==> config.mk <==
export PLATFORM = sky130hd
export DESIGN_NAME = commit_trace_buf_flat
export DESIGN_NICKNAME = d
export VERILOG_FILES = /design/src/rtl/commit_trace_buf_pkg.sv /design/src/rtl/commit_trace_buf_if.sv /design/src/rtl/commit_trace_buf_compact.sv /design/src/rtl/commit_trace_buf.sv /design/src/flat_wrapper.sv
export SDC_FILE = /design/constraint.sdc
export NUM_CORES = 2
export LEC_CHECK = 0
export BUFFER_PORTS_ARGS = -buffer_cell sky130_fd_sc_hd__clkbuf_2
export CORE_ASPECT_RATIO = 1.4
export CORE_MARGIN = 5
export CORE_UTILIZATION = 45
export CTS_BUF_LIST = sky130_fd_sc_hd__clkbuf_16
export DETAILED_ROUTE_END_ITERATION = 10
export GPL_TIMING_DRIVEN = 0
export PLACE_DENSITY = 0.59
export SLEW_MARGIN = 15
export SYNTH_ARGS = -nofsm -noshare
export SYNTH_HDL_FRONTEND = slang
export SYNTH_SLANG_ARGS = --single-unit
==> constraint.sdc <==
create_clock -name clk -period 20 [get_ports clk]
set_input_delay 3 -clock clk [delete_from_list [all_inputs] [get_ports clk]]
set_output_delay 3 -clock clk [all_outputs]
set_load 0.05 [all_outputs]
==> src/rtl/commit_trace_buf_pkg.sv <==
`default_nettype none
// +--------------------------------------------------------------------+
// | commit_trace_pkg                                                   |
// | Shared types and constants for the commit trace buffer: the packed |
// | retire record, its width and the flag bit positions.               |
// | Revision: 1.0                                                      |
// +--------------------------------------------------------------------+
package commit_trace_pkg;

  // Record field width; the buffer's XLEN parameter must match this.
  localparam int TRACE_XLEN = 32;

  typedef struct packed {
    logic [TRACE_XLEN-1:0] pc;
    logic [TRACE_XLEN-1:0] inst;
    logic [TRACE_XLEN-1:0] gpr_wdata;
    logic [TRACE_XLEN-1:0] cause;
    logic [4:0]            gpr_waddr;
    logic                  gpr_wen;
    logic                  trap;
    logic                  ebreak;
    logic                  ivd;
  } trace_rec_t;

  localparam int REC_W = $bits(trace_rec_t);

  // Bit positions of the single-bit flags inside a packed record.
  localparam int FLAG_IVD     = 0;
  localparam int FLAG_EBREAK  = 1;
  localparam int FLAG_TRAP    = 2;
  localparam int FLAG_GPR_WEN = 3;

endpackage
`default_nettype wire

==> src/rtl/commit_trace_buf_if.sv <==
`default_nettype none
// +--------------------------------------------------------------------+
// | commit_trace_buf_if                                                |
// | Commit-group input bus and record drain port of the trace buffer.  |
// | master = commit stage + consumer side, slave = trace buffer.       |
// | Revision: 1.0                                                      |
// +--------------------------------------------------------------------+
interface commit_trace_buf_if
  import commit_trace_pkg::*;
#(
  parameter int NCH   = 2,
  parameter int XLEN  = TRACE_XLEN,
  parameter int DEPTH = 16
);
  logic [NCH-1:0]      cm_valid;
  logic [NCH*XLEN-1:0] cm_pc;
  logic [NCH*XLEN-1:0] cm_inst;
  logic [NCH*XLEN-1:0] cm_gpr_wdata;
  logic [NCH*XLEN-1:0] cm_cause;
  logic [NCH-1:0]      cm_gpr_wen;
  logic [NCH-1:0]      cm_trap;
  logic [NCH-1:0]      cm_ebreak;
  logic [NCH-1:0]      cm_ivd;
  logic [NCH*5-1:0]    cm_gpr_waddr;
  logic                cm_ready;

  logic                out_valid;
  logic                out_ready;
  trace_rec_t          out_rec;

  logic [$clog2(DEPTH):0] count;
  logic                   halted;
  logic                   ovf;

  modport master (
    output cm_valid, cm_pc, cm_inst, cm_gpr_wdata, cm_cause,
           cm_gpr_wen, cm_trap, cm_ebreak, cm_ivd, cm_gpr_waddr, out_ready,
    input  cm_ready, out_valid, out_rec, count, halted, ovf
  );

  modport slave (
    input  cm_valid, cm_pc, cm_inst, cm_gpr_wdata, cm_cause,
           cm_gpr_wen, cm_trap, cm_ebreak, cm_ivd, cm_gpr_waddr, out_ready,
    output cm_ready, out_valid, out_rec, count, halted, ovf
  );
endinterface
`default_nettype wire

==> src/rtl/commit_trace_buf_compact.sv <==
`default_nettype none
// +--------------------------------------------------------------------+
// | commit_compact                                                     |
// | Per-channel slot offset (prefix popcount of lower valid channels)  |
// | and total number of valid channels in a commit group.              |
// | Revision: 1.0                                                      |
// +--------------------------------------------------------------------+
module commit_compact #(
  parameter int NCH = 2,
  parameter int OW  = $clog2(NCH) + 1
) (
  input  logic [NCH-1:0]    valid,
  output logic [NCH*OW-1:0] slot_ofs,
  output logic [OW-1:0]     total
);
  logic [OW-1:0] acc;

  // Running count: each channel lands after all lower-indexed valid ones.
  always_comb begin
    slot_ofs = '0;
    acc      = '0;
    for (int i = 0; i < NCH; i++) begin
      slot_ofs[i*OW +: OW] = acc;
      acc = acc + OW'(valid[i]);
    end
    total = acc;
  end
endmodule
`default_nettype wire

==> src/rtl/commit_trace_buf.sv <==
`default_nettype none
// +--------------------------------------------------------------------+
// | commit_trace_buf                                                   |
// | Multi-channel retire-record ring: all-or-nothing group push with   |
// | compaction, one-per-cycle drain, sticky halt on ebreak/invalid     |
// | drain, sticky overflow on refused groups.                          |
// | Optional macro COMMIT_TRACE_PERF_EN adds 64-bit perf counters.     |
// | Revision: 1.0                                                      |
// +--------------------------------------------------------------------+
module commit_trace_buf
  import commit_trace_pkg::*;
#(
  parameter int NCH   = 2,
  parameter int DEPTH = 16,
  parameter int XLEN  = TRACE_XLEN
) (
  input  logic        clk,
  input  logic        reset,
  commit_trace_buf_if.slave bus
`ifdef COMMIT_TRACE_PERF_EN
  ,
  input  logic        bp_hit,
  input  logic        bp_miss,
  input  logic        exu_valid,
  output logic [63:0] perf_bp_hit,
  output logic [63:0] perf_bp_miss,
  output logic [63:0] perf_exu_busy
`endif
);
  localparam int AW = $clog2(DEPTH);
  localparam int CW = AW + 1;
  localparam int OW = $clog2(NCH) + 1;

  trace_rec_t       mem [DEPTH];
  trace_rec_t       in_rec [NCH];
  trace_rec_t       head;
  logic [AW-1:0]    wr_ptr;
  logic [AW-1:0]    rd_ptr;
  logic [CW-1:0]    count_q;
  logic             halted_q;
  logic             ovf_q;
  logic [NCH*OW-1:0] slot_ofs;
  logic [OW-1:0]    push_cnt;
  logic             ready;
  logic             push;
  logic             pop;

  commit_compact #(.NCH(NCH), .OW(OW)) u_compact (
    .valid    (bus.cm_valid),
    .slot_ofs (slot_ofs),
    .total    (push_cnt)
  );

  // Readiness is from registered occupancy only; held low while in reset.
  assign ready = reset && !halted_q && ((CW'(DEPTH) - count_q) >= CW'(NCH));
  assign push  = ready && (|bus.cm_valid);
  assign pop   = (count_q != '0) && bus.out_ready;
  assign head  = mem[rd_ptr];

  assign bus.cm_ready  = ready;
  assign bus.out_valid = (count_q != '0);
  assign bus.out_rec   = head;
  assign bus.count     = count_q;
  assign bus.halted    = halted_q;
  assign bus.ovf       = ovf_q;

  // Unpack each channel's flat fields into a record; cause only kept for traps.
  always_comb begin
    for (int i = 0; i < NCH; i++) begin
      in_rec[i]           = '0;
      in_rec[i].pc        = bus.cm_pc[i*XLEN +: XLEN];
      in_rec[i].inst      = bus.cm_inst[i*XLEN +: XLEN];
      in_rec[i].gpr_wdata = bus.cm_gpr_wdata[i*XLEN +: XLEN];
      in_rec[i].cause     = bus.cm_trap[i] ? bus.cm_cause[i*XLEN +: XLEN] : '0;
      in_rec[i].gpr_waddr = bus.cm_gpr_waddr[i*5 +: 5];
      in_rec[i].gpr_wen   = bus.cm_gpr_wen[i];
      in_rec[i].trap      = bus.cm_trap[i];
      in_rec[i].ebreak    = bus.cm_ebreak[i];
      in_rec[i].ivd       = bus.cm_ivd[i];
    end
  end

  // Ring storage: valid channels written to compacted slots after wr_ptr.
  always_ff @(posedge clk) begin
    for (int i = 0; i < NCH; i++) begin
      if (push && bus.cm_valid[i]) begin
        mem[wr_ptr + AW'(slot_ofs[i*OW +: OW])] <= in_rec[i];
      end
    end
  end

  // Pointers, occupancy and sticky halt/overflow status.
  always_ff @(posedge clk) begin
    if (!reset) begin
      wr_ptr   <= '0;
      rd_ptr   <= '0;
      count_q  <= '0;
      halted_q <= 1'b0;
      ovf_q    <= 1'b0;
    end else begin
      if (push) wr_ptr <= wr_ptr + AW'(push_cnt);
      if (pop)  rd_ptr <= rd_ptr + AW'(1);
      count_q <= count_q + (push ? CW'(push_cnt) : CW'(0)) - CW'(pop);
      if (pop && (head[FLAG_EBREAK] || head[FLAG_IVD])) halted_q <= 1'b1;
      if ((|bus.cm_valid) && !ready) ovf_q <= 1'b1;
    end
  end

`ifdef COMMIT_TRACE_PERF_EN
  // Free-running event counters, independent of halt; wrap naturally.
  always_ff @(posedge clk) begin
    if (!reset) begin
      perf_bp_hit   <= '0;
      perf_bp_miss  <= '0;
      perf_exu_busy <= '0;
    end else begin
      if (bp_hit)    perf_bp_hit   <= perf_bp_hit + 64'd1;
      if (bp_miss)   perf_bp_miss  <= perf_bp_miss + 64'd1;
      if (exu_valid) perf_exu_busy <= perf_exu_busy + 64'd1;
    end
  end
`endif

endmodule
`default_nettype wire

==> src/flat_wrapper.sv <==
// flat-port wrapper written by rule: the top's interface ports become plain ports
module commit_trace_buf_flat import commit_trace_pkg::*;
#(
  parameter int NCH   = 2,
  parameter int DEPTH = 16,
  parameter int XLEN  = TRACE_XLEN
)
  (clk, reset, bus_cm_valid, bus_cm_pc, bus_cm_inst, bus_cm_gpr_wdata, bus_cm_cause, bus_cm_gpr_wen, bus_cm_trap, bus_cm_ebreak, bus_cm_ivd, bus_cm_gpr_waddr, bus_out_ready, bus_cm_ready, bus_out_valid, bus_out_rec, bus_count, bus_halted, bus_ovf);
  commit_trace_buf_if #(.NCH(NCH), .XLEN(XLEN), .DEPTH(DEPTH)) bus_i ();
  input  logic clk;
  input  logic reset;
  input wire logic [$bits(bus_i.cm_valid)-1:0] bus_cm_valid;
  input wire logic [$bits(bus_i.cm_pc)-1:0] bus_cm_pc;
  input wire logic [$bits(bus_i.cm_inst)-1:0] bus_cm_inst;
  input wire logic [$bits(bus_i.cm_gpr_wdata)-1:0] bus_cm_gpr_wdata;
  input wire logic [$bits(bus_i.cm_cause)-1:0] bus_cm_cause;
  input wire logic [$bits(bus_i.cm_gpr_wen)-1:0] bus_cm_gpr_wen;
  input wire logic [$bits(bus_i.cm_trap)-1:0] bus_cm_trap;
  input wire logic [$bits(bus_i.cm_ebreak)-1:0] bus_cm_ebreak;
  input wire logic [$bits(bus_i.cm_ivd)-1:0] bus_cm_ivd;
  input wire logic [$bits(bus_i.cm_gpr_waddr)-1:0] bus_cm_gpr_waddr;
  input wire logic [$bits(bus_i.out_ready)-1:0] bus_out_ready;
  output wire logic [$bits(bus_i.cm_ready)-1:0] bus_cm_ready;
  output wire logic [$bits(bus_i.out_valid)-1:0] bus_out_valid;
  output wire logic [$bits(bus_i.out_rec)-1:0] bus_out_rec;
  output wire logic [$bits(bus_i.count)-1:0] bus_count;
  output wire logic [$bits(bus_i.halted)-1:0] bus_halted;
  output wire logic [$bits(bus_i.ovf)-1:0] bus_ovf;
  assign bus_i.cm_valid = bus_cm_valid;
  assign bus_i.cm_pc = bus_cm_pc;
  assign bus_i.cm_inst = bus_cm_inst;
  assign bus_i.cm_gpr_wdata = bus_cm_gpr_wdata;
  assign bus_i.cm_cause = bus_cm_cause;
  assign bus_i.cm_gpr_wen = bus_cm_gpr_wen;
  assign bus_i.cm_trap = bus_cm_trap;
  assign bus_i.cm_ebreak = bus_cm_ebreak;
  assign bus_i.cm_ivd = bus_cm_ivd;
  assign bus_i.cm_gpr_waddr = bus_cm_gpr_waddr;
  assign bus_i.out_ready = bus_out_ready;
  assign bus_cm_ready = bus_i.cm_ready;
  assign bus_out_valid = bus_i.out_valid;
  assign bus_out_rec = bus_i.out_rec;
  assign bus_count = bus_i.count;
  assign bus_halted = bus_i.halted;
  assign bus_ovf = bus_i.ovf;
  commit_trace_buf #(.NCH(NCH), .DEPTH(DEPTH), .XLEN(XLEN)) u_core (.clk(clk), .reset(reset), .bus(bus_i));
endmodule
==> impl_metrics.env <==
export IMPL_yosys_register_bits=2211
export IMPL_worst_ep_required_time_ns=17.00
export IMPL_fin_tns_setup_ns=0
export IMPL_setup_worst_path_start_class="register"
export IMPL_fin_nets=7255
export IMPL_rsz0062_at_grt="no"
export IMPL_overflow=0
export IMPL_vias=65000
export IMPL_gr_max_usage_layer="met2"
export IMPL_cts_buffers=228
export IMPL_yosysTopAreaCellShare=0.596
export IMPL_via_per_inst=6.24
export IMPL_rr_worst_depth=17
export IMPL_dr_first_iter_drc_count=7508
export IMPL_cap_violations=0
export IMPL_max_freq_mhz=127
export IMPL_yosys_top_cells_count="2192 x edfxtp_1, 1122 x mux2_2, 665 x mux4_2"
export IMPL_cts_root_buffer="clkbuf_16"
export IMPL_gp_congestion=0.839
export IMPL_cts_hold_buffers=0
export IMPL_fin_crit_ns=7.88
export IMPL_final_area_um2=128000
export IMPL_relSlewSlack=0.141
export IMPL_synthFlopType="edfxtp_1"
export IMPL_r2r_start="u_core.bus.count[2]"
export IMPL_syn_nets=6355
export IMPL_yosysSeqAreaShare=0.599
export IMPL_track_usage=0.300
export IMPL_slew_viol_final=0
export IMPL_drive_gt1_frac=0.438
export IMPL_grt_max_degree=20
export IMPL_io_buffer_count=422
export IMPL_tritoncts="built"
export IMPL_clk_pin_slew_ns=0.06
export IMPL_syn_avg_cell_area_um2=18.2
export IMPL_coreArea_um2=245000
export IMPL_drt_pass1_iter_count=6
export IMPL_synth_cells=6057
export IMPL_placed_cell_area_um2=121000
export IMPL_wire_per_inst_um=37.4
export IMPL_criticalPathCategory="reg -> out"
export IMPL_yosysUniqueCellTypes=59
export IMPL_ir_drop_mv=0.122
export IMPL_setup_slack_ns=12.12
export IMPL_cts_buffer_depth=4
export IMPL_antenna_found_initial=85
export IMPL_use_met1=0.372
export IMPL_worst_pin_slew_ns=1.29
export IMPL_grt_pass1_wl_mm=538
export IMPL_timing_rr_end="u_core.mem[4][77]"
export IMPL_drcViolationCount=0
export IMPL_hold_path_class="reg -> reg"
export IMPL_end_kind="output pin"
export IMPL_dieArea_um2=256000
export IMPL_cts_sinks=2211
export IMPL_synth_most_common_cell="edfxtp_1"
export IMPL_die_w_um=429
export IMPL_synthesis_area_um2=111000
export IMPL_skew_ns=0.0348
export IMPL_worstPathMaxFanout=10
export IMPL_status="finished, final reports clean"
export IMPL_synth_area_leaders="edfxtp_1 60%, mux4_2 14%, mux2_2 11%"
export IMPL_grt_pass1_vias=67800
export IMPL_crit_arrival_ns=4.88
export IMPL_hpwl_mm=270
export IMPL_crit_path_end="bus_out_rec[2]"
export IMPL_clkLatencyLatePin_ns=0.89
export IMPL_reg2reg_slack_ns=14.58
export IMPL_power_leakage_nw=44.8
export IMPL_h_tree_depth=4
export IMPL_gr_usage_met2=0.505
export IMPL_cellPowerDensity_nw_per_um2=102
export IMPL_synth_edff_count=2192
export IMPL_synth_warnings=0
export IMPL_grtUsageMet3=0.0642
export IMPL_synthToLayoutAreaGrowth_pct=16.0
export IMPL_dieHeight_um=596
export IMPL_synth_area_leader_cell="edfxtp_1"
export IMPL_finalSetupViolations=0
export IMPL_post_cts_buffers=0
export IMPL_ctsResizeCount=0
export IMPL_ant_nets=0
export IMPL_place_ws_ns=12.48
export IMPL_start_util=0.451
export IMPL_wirelength_mm=390
export IMPL_post_route_period_util=0.394
export IMPL_finalHoldViolations=0
export IMPL_ioPinCount=425
export IMPL_async_flop_share=0
export IMPL_num_rows=215
[state kept, by name, summed over array words and instances, names as in the netlist, named ones only]
| register | cells |
|---|---|
| u_core.wr_ptr | 4 |
| u_core.mem | 2192 |
| u_core.bus.halted | 1 |
| u_core.bus.count | 5 |
| u_core.rd_ptr | 4 |
| u_core.bus.ovf | 1 |
[stage by stage]
stage / std cells / power, mW / hold slack, ns / utilization
6_report: 10400 / 13.0 / 0.479 / 0.524
3_5_place_dp: 9982 / 9.06 / 0.454 / 0.495
4_1_cts: 10400 / 13.1 / 0.479 / 0.523
2_1_floorplan: 6057 / 7.80 / 0.485 / -
3_3_place_gp: 9734 / 9.09 / 0.456 / 0.477
5_1_grt: 10400 / 13.4 / 0.504 / 0.523
[where the power goes]
group	internal [mW]	leakage, nW	switching [mW]
Sequential	5.27	20.0	0.0404
Clock	2.22	3.60	1.85
Combinational	1.39	21.2	2.24
[cell usage in the layout, fill, tap and decap left out, types with 6 or more instances in the layout]
cell type / n
bufinv_16: 12
o31ai_4: 6
clkinv_1: 61
clkbuf_16: 231
a21oi_1: 19
nand4_1: 12
mux4_2: 665
buf_6: 45
dfxtp_1: 19
buf_2: 240
ha_1: 17
mux2_1: 550
edfxtp_1: 2192
mux2i_1: 531
clkbuf_2: 454
nor2_1: 14
clkinv_2: 27
buf_16: 63
nor2b_1: 17
buf_1: 8
clkbuf_1: 332
buf_12: 44
nand2_1: 73
a211oi_1: 14
diode_2: 43
buf_4: 93
inv_1: 87
buf_8: 82
mux2_2: 1122
mux2_4: 14
[critical path: stages, from the launching register on]
cell and delay, ns:
dfxtp_1 0.32, buf_2 0.16, buf_2 0.68, buf_4 0.41
buf_2 0.69, mux4_2 0.35, mux2i_1 0.07, a21oi_1 0.81
clkbuf_2 0.43
[final cells by class]
type | instances | area (um^2)
Antenna cell | 43 | 108
Timing Repair Buffer | 670 | 6440
Fill cell | 20100 | 117000
Clock inverter | 173 | 1040
Sequential cell | 2211 | 66200
Buffer | 691 | 3360
Clock buffer | 231 | 5780
Multi-Input combinational cell | 3133 | 41100
Inverter | 22 | 82.6
Tap cell | 3255 | 4070
[layer usage]
metal  share of wire  up-vias
met3           0.084      839
met4           0.050       48
met2            0.50     3183
met5         0.00081        -
li1                -    26500
met1            0.37    34500
[logic make-up (layout without fill, tap and decap cells)]
logic type | Yosys count | count (layout) | synth area share
compound gates | 78 | 78 | 0.00515
xor+xnor | 8 | 8 | 0.000634
fa+ha+maj | 19 | 19 | 0.00229
buf+inv | 713 | 1787 | 0.0307
flops | 2211 | 2211 | 0.599
mux | 2882 | 2882 | 0.356
other cells | 0 | 43 | 0
simple gates | 146 | 146 | 0.00635
[how the worst min path moves through the flow]
| stage | startpoint | endpoint | slack [ns] | depth (start not counted) |
|---|---|---|---|---|
| after floorplan | u_core.rd_ptr[3] | register | 0.48 | 2 |
| after global placement | u_core.bus.ovf | u_core.bus.ovf | 0.46 | 1 |
| after detailed placement | u_core.bus.ovf | u_core.bus.ovf | 0.45 | 1 |
| after CTS | u_core.bus.ovf | u_core.bus.ovf | 0.48 | 1 |
| after global routing | u_core.bus.ovf | u_core.bus.ovf | 0.50 | 1 |
| final | u_core.bus.ovf | u_core.bus.ovf | 0.48 | 1 |
Power figures use the tool's default switching activity.
